`src/rtl/reg_transfer_controller_pkg.sv`:
```
// Shared definitions for the register-transfer controller.
// Holds the command operation encodings, the R0..R7 register selector
// constants and a small helper that classifies operations. The controller
// and its testbench both import this package.
package reg_transfer_controller_pkg;

    // Command operation encodings
    localparam logic [1:0] OP_MOV  = 2'b00;
    localparam logic [1:0] OP_SWAP = 2'b01;
    localparam logic [1:0] OP_LDI  = 2'b10;
    localparam logic [1:0] OP_RD   = 2'b11;

    // Register-file selector constants
    localparam logic [2:0] R0 = 3'd0;
    localparam logic [2:0] R1 = 3'd1;
    localparam logic [2:0] R2 = 3'd2;
    localparam logic [2:0] R3 = 3'd3;
    localparam logic [2:0] R4 = 3'd4;
    localparam logic [2:0] R5 = 3'd5;
    localparam logic [2:0] R6 = 3'd6;
    localparam logic [2:0] R7 = 3'd7;

    // True for every operation that starts by reading the source register.
    function automatic logic op_reads_rf(input logic [1:0] op);
        return (op != OP_LDI);
    endfunction

endpackage

```
`src/rtl/reg_transfer_controller_if.sv`:
```
// Command / response handshake bundle of the register-transfer controller.
//   cmd_valid/cmd_ready  : command offer and accept
//   cmd_op/rd/rs/imm     : command fields (2/3/3/8 bits)
//   rsp_valid/rsp_ready  : read-result handshake
//   rsp_data             : 8-bit read result
// master = command issuer / response consumer, slave = the controller.
interface reg_transfer_controller_if;

    logic       cmd_valid;
    logic       cmd_ready;
    logic [1:0] cmd_op;
    logic [2:0] cmd_rd;
    logic [2:0] cmd_rs;
    logic [7:0] cmd_imm;
    logic       rsp_valid;
    logic       rsp_ready;
    logic [7:0] rsp_data;

    modport master (
        output cmd_valid, cmd_op, cmd_rd, cmd_rs, cmd_imm, rsp_ready,
        input  cmd_ready, rsp_valid, rsp_data
    );

    modport slave (
        input  cmd_valid, cmd_op, cmd_rd, cmd_rs, cmd_imm, rsp_ready,
        output cmd_ready, rsp_valid, rsp_data
    );

endinterface

```
`src/rtl/reg_transfer_controller.sv`:
```
// Register-transfer controller: sequences MOV / SWAP / LDI / RD commands
// against an external register file whose read port has one clock of
// latency (rf_rdata reflects rf_src_sel one clock after it is applied).
// Ports:
//   clk, reset   : system clock, synchronous active-high reset
//   bus          : command/response handshake (slave side)
//   done         : one-cycle pulse when MOV/SWAP/LDI completes
//   busy         : high whenever the controller is not idle
//   rf_src_sel   : register-file read selector (held outside read states)
//   rf_dst_sel   : register-file write selector (held outside write states)
//   rf_dst_we    : register-file write qualifier, forced low during reset
//   rf_wdata     : register-file write data (held outside write states)
//   rf_rdata     : register-file read data
module reg_transfer_controller
    import reg_transfer_controller_pkg::*;
(
    input  logic                     clk,
    input  logic                     reset,
    reg_transfer_controller_if.slave bus,
    output logic                     done,
    output logic                     busy,
    output logic [2:0]               rf_src_sel,
    output logic [2:0]               rf_dst_sel,
    output logic                     rf_dst_we,
    output logic [7:0]               rf_wdata,
    input  logic [7:0]               rf_rdata
);

    localparam logic [3:0] S_IDLE  = 4'd0;
    localparam logic [3:0] S_RD_A  = 4'd1;
    localparam logic [3:0] S_CAP_A = 4'd2;
    localparam logic [3:0] S_RD_B  = 4'd3;
    localparam logic [3:0] S_CAP_B = 4'd4;
    localparam logic [3:0] S_WR_A  = 4'd5;
    localparam logic [3:0] S_WR_B  = 4'd6;
    localparam logic [3:0] S_RESP  = 4'd7;
    localparam logic [3:0] S_DONE  = 4'd8;

    logic [3:0] state_r;
    logic [3:0] state_nxt_s;
    logic       accept_s;
    logic [1:0] op_r;
    logic [2:0] rd_r;
    logic [2:0] rs_r;
    logic [7:0] tmp_a_r;
    logic [7:0] tmp_b_r;
    logic [7:0] rsp_data_r;

    assign accept_s = bus.cmd_valid && (state_r == S_IDLE);

    // Next-state selection for the command sequencer
    always_comb begin
        state_nxt_s = state_r;
        case (state_r)
            S_IDLE: begin
                if (bus.cmd_valid) begin
                    if (op_reads_rf(bus.cmd_op)) begin
                        state_nxt_s = S_RD_A;
                    end else begin
                        state_nxt_s = S_WR_A;
                    end
                end else begin
                    state_nxt_s = S_IDLE;
                end
            end
            S_RD_A:  state_nxt_s = S_CAP_A;
            S_CAP_A: begin
                case (op_r)
                    OP_SWAP: state_nxt_s = S_RD_B;
                    OP_RD:   state_nxt_s = S_RESP;
                    default: state_nxt_s = S_WR_A;
                endcase
            end
            S_RD_B:  state_nxt_s = S_CAP_B;
            S_CAP_B: state_nxt_s = S_WR_A;
            S_WR_A: begin
                if (op_r == OP_SWAP) begin
                    state_nxt_s = S_WR_B;
                end else begin
                    state_nxt_s = S_DONE;
                end
            end
            S_WR_B:  state_nxt_s = S_DONE;
            S_RESP: begin
                if (bus.rsp_ready) begin
                    state_nxt_s = S_IDLE;
                end else begin
                    state_nxt_s = S_RESP;
                end
            end
            S_DONE:  state_nxt_s = S_IDLE;
            default: state_nxt_s = S_IDLE;
        endcase
    end

    // State register and captured command fields
    always_ff @(posedge clk) begin
        if (reset) begin
            state_r <= S_IDLE;
            op_r    <= 2'b00;
            rd_r    <= 3'd0;
            rs_r    <= 3'd0;
        end else begin
            state_r <= state_nxt_s;
            if (accept_s) begin
                op_r <= bus.cmd_op;
                rd_r <= bus.cmd_rd;
                rs_r <= bus.cmd_rs;
            end
        end
    end

    // Read selector and read-data capture registers
    always_ff @(posedge clk) begin
        if (reset) begin
            rf_src_sel <= 3'd0;
            tmp_a_r    <= 8'h00;
            tmp_b_r    <= 8'h00;
            rsp_data_r <= 8'h00;
        end else begin
            // Selector is loaded on the edge entering RD_A / RD_B so the
            // register file sees it for the whole read state; LDI never reads.
            if (accept_s && op_reads_rf(bus.cmd_op)) begin
                rf_src_sel <= bus.cmd_rs;
            end
            if ((state_r == S_CAP_A) && (op_r == OP_SWAP)) begin
                rf_src_sel <= rd_r;
            end
            if (state_r == S_CAP_A) begin
                tmp_a_r <= rf_rdata;
            end
            if (state_r == S_CAP_B) begin
                tmp_b_r <= rf_rdata;
            end
            // RESP data is the value captured into tmp_a in the same edge.
            if ((state_r == S_CAP_A) && (op_r == OP_RD)) begin
                rsp_data_r <= rf_rdata;
            end
        end
    end

    // Write selector and write data, loaded on the edge entering a write state
    always_ff @(posedge clk) begin
        if (reset) begin
            rf_dst_sel <= 3'd0;
            rf_wdata   <= 8'h00;
        end else begin
            // LDI writes in the cycle right after accept, so the immediate
            // goes straight into the write-data register at the accept edge.
            if (accept_s && (bus.cmd_op == OP_LDI)) begin
                rf_dst_sel <= bus.cmd_rd;
                rf_wdata   <= bus.cmd_imm;
            end
            // MOV: rf_rdata is the value being latched into tmp_a this edge.
            if ((state_r == S_CAP_A) && (op_r == OP_MOV)) begin
                rf_dst_sel <= rd_r;
                rf_wdata   <= rf_rdata;
            end
            if (state_r == S_CAP_B) begin
                rf_dst_sel <= rd_r;
                rf_wdata   <= tmp_a_r;
            end
            if ((state_r == S_WR_A) && (op_r == OP_SWAP)) begin
                rf_dst_sel <= rs_r;
                rf_wdata   <= tmp_b_r;
            end
        end
    end

    // Status and handshake outputs decoded from the state register
    assign bus.cmd_ready = (state_r == S_IDLE);
    assign bus.rsp_valid = (state_r == S_RESP);
    assign bus.rsp_data  = rsp_data_r;
    assign done          = (state_r == S_DONE);
    assign busy          = (state_r != S_IDLE);
    // Reset gating keeps an in-flight write from reaching the register file.
    assign rf_dst_we     = ((state_r == S_WR_A) || (state_r == S_WR_B)) && !reset;

endmodule
```
`src/flat_wrapper.sv`:
```
// flat-port wrapper written by rule: the top's interface ports become plain ports
module reg_transfer_controller_flat import reg_transfer_controller_pkg::*;
  (clk, reset, done, busy, rf_src_sel, rf_dst_sel, rf_dst_we, rf_wdata, rf_rdata, bus_cmd_valid, bus_cmd_op, bus_cmd_rd, bus_cmd_rs, bus_cmd_imm, bus_rsp_ready, bus_cmd_ready, bus_rsp_valid, bus_rsp_data);
  reg_transfer_controller_if bus_i ();
  input  logic clk;
  input  logic reset;
  output logic done;
  output logic busy;
  output logic [2:0] rf_src_sel;
  output logic [2:0] rf_dst_sel;
  output logic rf_dst_we;
  output logic [7:0] rf_wdata;
  input  logic [7:0] rf_rdata;
  input wire logic [$bits(bus_i.cmd_valid)-1:0] bus_cmd_valid;
  input wire logic [$bits(bus_i.cmd_op)-1:0] bus_cmd_op;
  input wire logic [$bits(bus_i.cmd_rd)-1:0] bus_cmd_rd;
  input wire logic [$bits(bus_i.cmd_rs)-1:0] bus_cmd_rs;
  input wire logic [$bits(bus_i.cmd_imm)-1:0] bus_cmd_imm;
  input wire logic [$bits(bus_i.rsp_ready)-1:0] bus_rsp_ready;
  output wire logic [$bits(bus_i.cmd_ready)-1:0] bus_cmd_ready;
  output wire logic [$bits(bus_i.rsp_valid)-1:0] bus_rsp_valid;
  output wire logic [$bits(bus_i.rsp_data)-1:0] bus_rsp_data;
  assign bus_i.cmd_valid = bus_cmd_valid;
  assign bus_i.cmd_op = bus_cmd_op;
  assign bus_i.cmd_rd = bus_cmd_rd;
  assign bus_i.cmd_rs = bus_cmd_rs;
  assign bus_i.cmd_imm = bus_cmd_imm;
  assign bus_i.rsp_ready = bus_rsp_ready;
  assign bus_cmd_ready = bus_i.cmd_ready;
  assign bus_rsp_valid = bus_i.rsp_valid;
  assign bus_rsp_data = bus_i.rsp_data;
  reg_transfer_controller u_core (.clk(clk), .reset(reset), .bus(bus_i), .done(done), .busy(busy), .rf_src_sel(rf_src_sel), .rf_dst_sel(rf_dst_sel), .rf_dst_we(rf_dst_we), .rf_wdata(rf_wdata), .rf_rdata(rf_rdata));
endmodule
```
`config.mk`:
```
export PLATFORM = sky130hd
export DESIGN_NAME = reg_transfer_controller_flat
export DESIGN_NICKNAME = d
export VERILOG_FILES = /design/src/rtl/reg_transfer_controller_pkg.sv /design/src/rtl/reg_transfer_controller_if.sv /design/src/rtl/reg_transfer_controller.sv /design/src/flat_wrapper.sv
export SDC_FILE = /design/constraint.sdc
export NUM_CORES = 1
export LEC_CHECK = 0
export ABC_AREA = 1
export CAP_MARGIN = 10
export CORE_ASPECT_RATIO = 1.4
export CORE_MARGIN = 5
export CORE_UTILIZATION = 43
export DETAILED_ROUTE_END_ITERATION = 7
export DONT_BUFFER_PORTS = 1
export PLACE_DENSITY = 0.57
export SYNTH_ARGS = -nofsm -noshare
export SYNTH_HDL_FRONTEND = slang
export SYNTH_SLANG_ARGS = --single-unit
```
`constraint.sdc`:
```
create_clock -name clk -period 2.73 [get_ports clk]
set_clock_uncertainty 0.15 [all_clocks]
set_input_delay 0.546 -clock clk [delete_from_list [all_inputs] [get_ports clk]]
set_output_delay 0.546 -clock clk [all_outputs]
set_load 0.02 [all_outputs]
```
==> impl_metrics.py <==
metrics = {
    "critical_path": {
        "worstPathRequired_ns": 2.03,
        "cp-end-kind": "output port",
        "cp.depth": 3,
        "crit_slowest_cell": "nor3_1",
        "cp.arrival_ns": 1.43,
        "critPathMaxStageDelay_ns": 0.51,
        "crit_fanout": 4,
        "crit_chain": "nor2_2 > inv_1 > nor3_1",
        "path_class": "register to output port",
        "start_kind": "register",
        "cp_top_family": "simple AND/OR/NAND/NOR gates",
        "path_buf_inv": 1,
        "r2r_cells": 8,
    },
    "timing": {
        "hold_viol": 0,
        "slew_violations": 0,
        "setup_tns_ns": 0,
        "worstMarginPinSlew_ns": 0.648,
        "fin_crit_sh": 0.778,
        "relSlewSlack": 0.565,
        "rsz0062_at_grt": "false",
        "finalSetupViolations": 0,
        "period_needed_ns": 2.12,
        "fmax_ghz": 0.471,
    },
    "hold_path": {
        "holdPathStages": 1,
        "holdCritPathClass": "input port to register",
    },
    "synth": {
        "synth.area.top_cells": "dfxtp_1 43%, nand2_1 8.4%, o21ai_0 8.2%, a21oi_1 8.0%, nor2_1 7.8%",
        "synthCells": 340,
        "synthDistinctLibCells": 22,
        "synth_top_area_share": 0.431,
        "synth_compound_gate_area_share": 0.198,
        "synthesis.area_um2": 2320,
        "yosysWarningCount": 0,
        "ys_seq_area_frac": 0.431,
        "muxShareOfSynthArea": 0,
        "ys_seq_elements": 50,
        "synth-simple-area-share": 0.259,
        "syn_nets": 368,
        "synth_top_family_by_area": "simple AND/OR/NAND/NOR gates",
        "synth_fa_ha_area_frac": 0,
        "synth_xor_area_frac": 0,
        "syn-mean-instance-area_um2": 6.84,
        "yosys.area.top_type": "dfxtp_1",
    },
    "floorplanning": {
        "chipHeight_um": 97,
        "num_rows": 31,
        "fp.dieW_um": 72.1,
        "start_util": 0.447,
        "fp.dieArea_um2": 7000,
        "core_um2": 5200,
        "pin_count": 55,
    },
    "pwr": {
        "peakVddDrop_mv": 0.401,
        "power_density_nw_per_um2": 805,
        "p_leak_nw": 0.962,
    },
    "finish": {
        "drive_gt1_frac": 0.0831,
        "final_common_cell": "nand2_1",
        "nNetsFinal": 366,
        "final_cells": 403,
        "final_area_um2": 2450,
        "mostFrequentLayoutCells": "52 x nand2_1, 50 x dfxtp_1, 48 x nor2_1",
        "diodes": 0,
        "final_util": 0.472,
        "syn_to_final_growth_pct": 5.60,
    },
    "clocking": {
        "clkSinkCount": 50,
        "cts-resized-gates": 0,
        "ctsHoldBuffers": 0,
        "cts.clk_slew.worst_paths_ns": 0.09,
        "clockBufferDepth": 2,
        "numCtsBuffers": 5,
        "clkLatencyLatePin_ns": 0.30,
        "h-tree-depth": 2,
        "postCtsSetupBuffers": 0,
        "root_buffer": "clkbuf_8",
        "cts_tree": "yes",
    },
    "place": {
        "place.gp.congestion": 0.788,
        "placed_cell_area_um2": 2370,
        "port_buffers": 0,
        "dp.cells": 397,
        "dp_hpwl_mm": 4.46,
    },
    "status": {
        "run_status": "finished, final reports clean",
    },
    "grt": {
        "antenna_found_initial": 0,
        "grt_max_degree": 43,
        "grt_pass1_wl_mm": 10.1,
        "grt-ovfl-total": 0,
        "track_usage": 0.182,
        "grt_pass1_vias": 2099,
    },
    "detailed_routing": {
        "vias": 2084,
        "ant_nets": 0,
        "drcViolationCount": 0,
        "wl_per_cell_um": 14.9,
        "dr.pass1.iters": 4,
        "wirelength_mm": 6.00,
        "dr.first_iter.drc_count": 84,
        "vias_per_cell": 5.17,
    },
    "run": {
        "drv_cap": 0,
    },
}
-- state kept, by name, indices dropped and copies added (netlist names) --
register             flops
u_core.tmp_a_r           8
u_core.state_r           4
u_core.rf_wdata          8
u_core.op_r              2
u_core.bus.rsp_data      8
u_core.rs_r              3
u_core.rd_r              3
u_core.tmp_b_r           8
u_core.rf_src_sel        3
u_core.rf_dst_sel        3
-- power breakdown --
| group | leakage (nW) | internal [mW] | switching (mW) |
|---|---|---|---|
| Clock | 0.0431 | 0.196 | 0.232 |
| Combinational | 0.510 | 0.172 | 0.371 |
| Sequential | 0.409 | 0.857 | 0.148 |
| Total | 0.962 | 1.23 | 0.751 |
-- final cells by class --
class	instances	area (um2)
tap	66	82.6
fill	569	2740
sequential	50	1000
timing repair buffer	5	37.5
inverter	50	188
clock buffer	6	82.6
multi-input combinational	226	1060
-- Yosys cell counts --
library cell,instances
nor3b_1,1
inv_2,6
inv_1,44
nor2_4,3
nand3b_1,3
clkbuf_1,8
nand2_1,52
buf_2,4
nor2_2,4
nand3_1,16
o21ai_1,12
nor2_1,48
o21ai_0,38
nand3_2,2
a21oi_1,37
nand2_2,1
nand2_4,1
nor3_1,3
dfxtp_1,50
nor4_1,1
buf_6,2
a31oi_1,4
-- path summary, 6_finish.rpt --
| kind | slack (ns) | to | from |
|---|---|---|---|
| max | 0.61 | done | u_core.state_r[1]$_SDFF_PP0_ |
| min | 0.15 | u_core.rf_src_sel[0]$_SDFFE_PP0P_ | reset |
| max reg2reg | 0.70 | u_core.bus.rsp_data[5]$_SDFFE_PP0P_ | u_core.state_r[1]$_SDFF_PP0_ |
| min reg2reg | 0.30 | u_core.tmp_b_r[4]$_SDFFE_PP0P_ | u_core.tmp_b_r[4]$_SDFFE_PP0P_ |
-- routing by layer --
layer / share of wire / global-route usage
met5: 0 / 0
met4: 0.021 / 0.0680
met3: 0.066 / 0.0467
met2: 0.51 / 0.319
met1: 0.40 / 0.204
-- logic make-up (layout without fill, tap and decap cells) --
group	after synthesis	count (layout)
buf+inv	64	61
compound gates	91	91
flops	50	50
simple gates	135	135
-- per-stage QoR --
| stage | hold WS [ns] | setup slack [ns] | power [mW] |
|---|---|---|---|
| floorplan | 0.275 | 1.01 | 1.46 |
| global placement | 0.285 | 0.718 | 1.56 |
| detailed placement | 0.289 | 0.671 | 1.57 |
| CTS | 0.146 | 0.573 | 2.00 |
| global route | 0.141 | 0.458 | 2.12 |
| finish | 0.148 | 0.607 | 1.98 |
No activity file was read; power rests on OpenSTA's default activity.
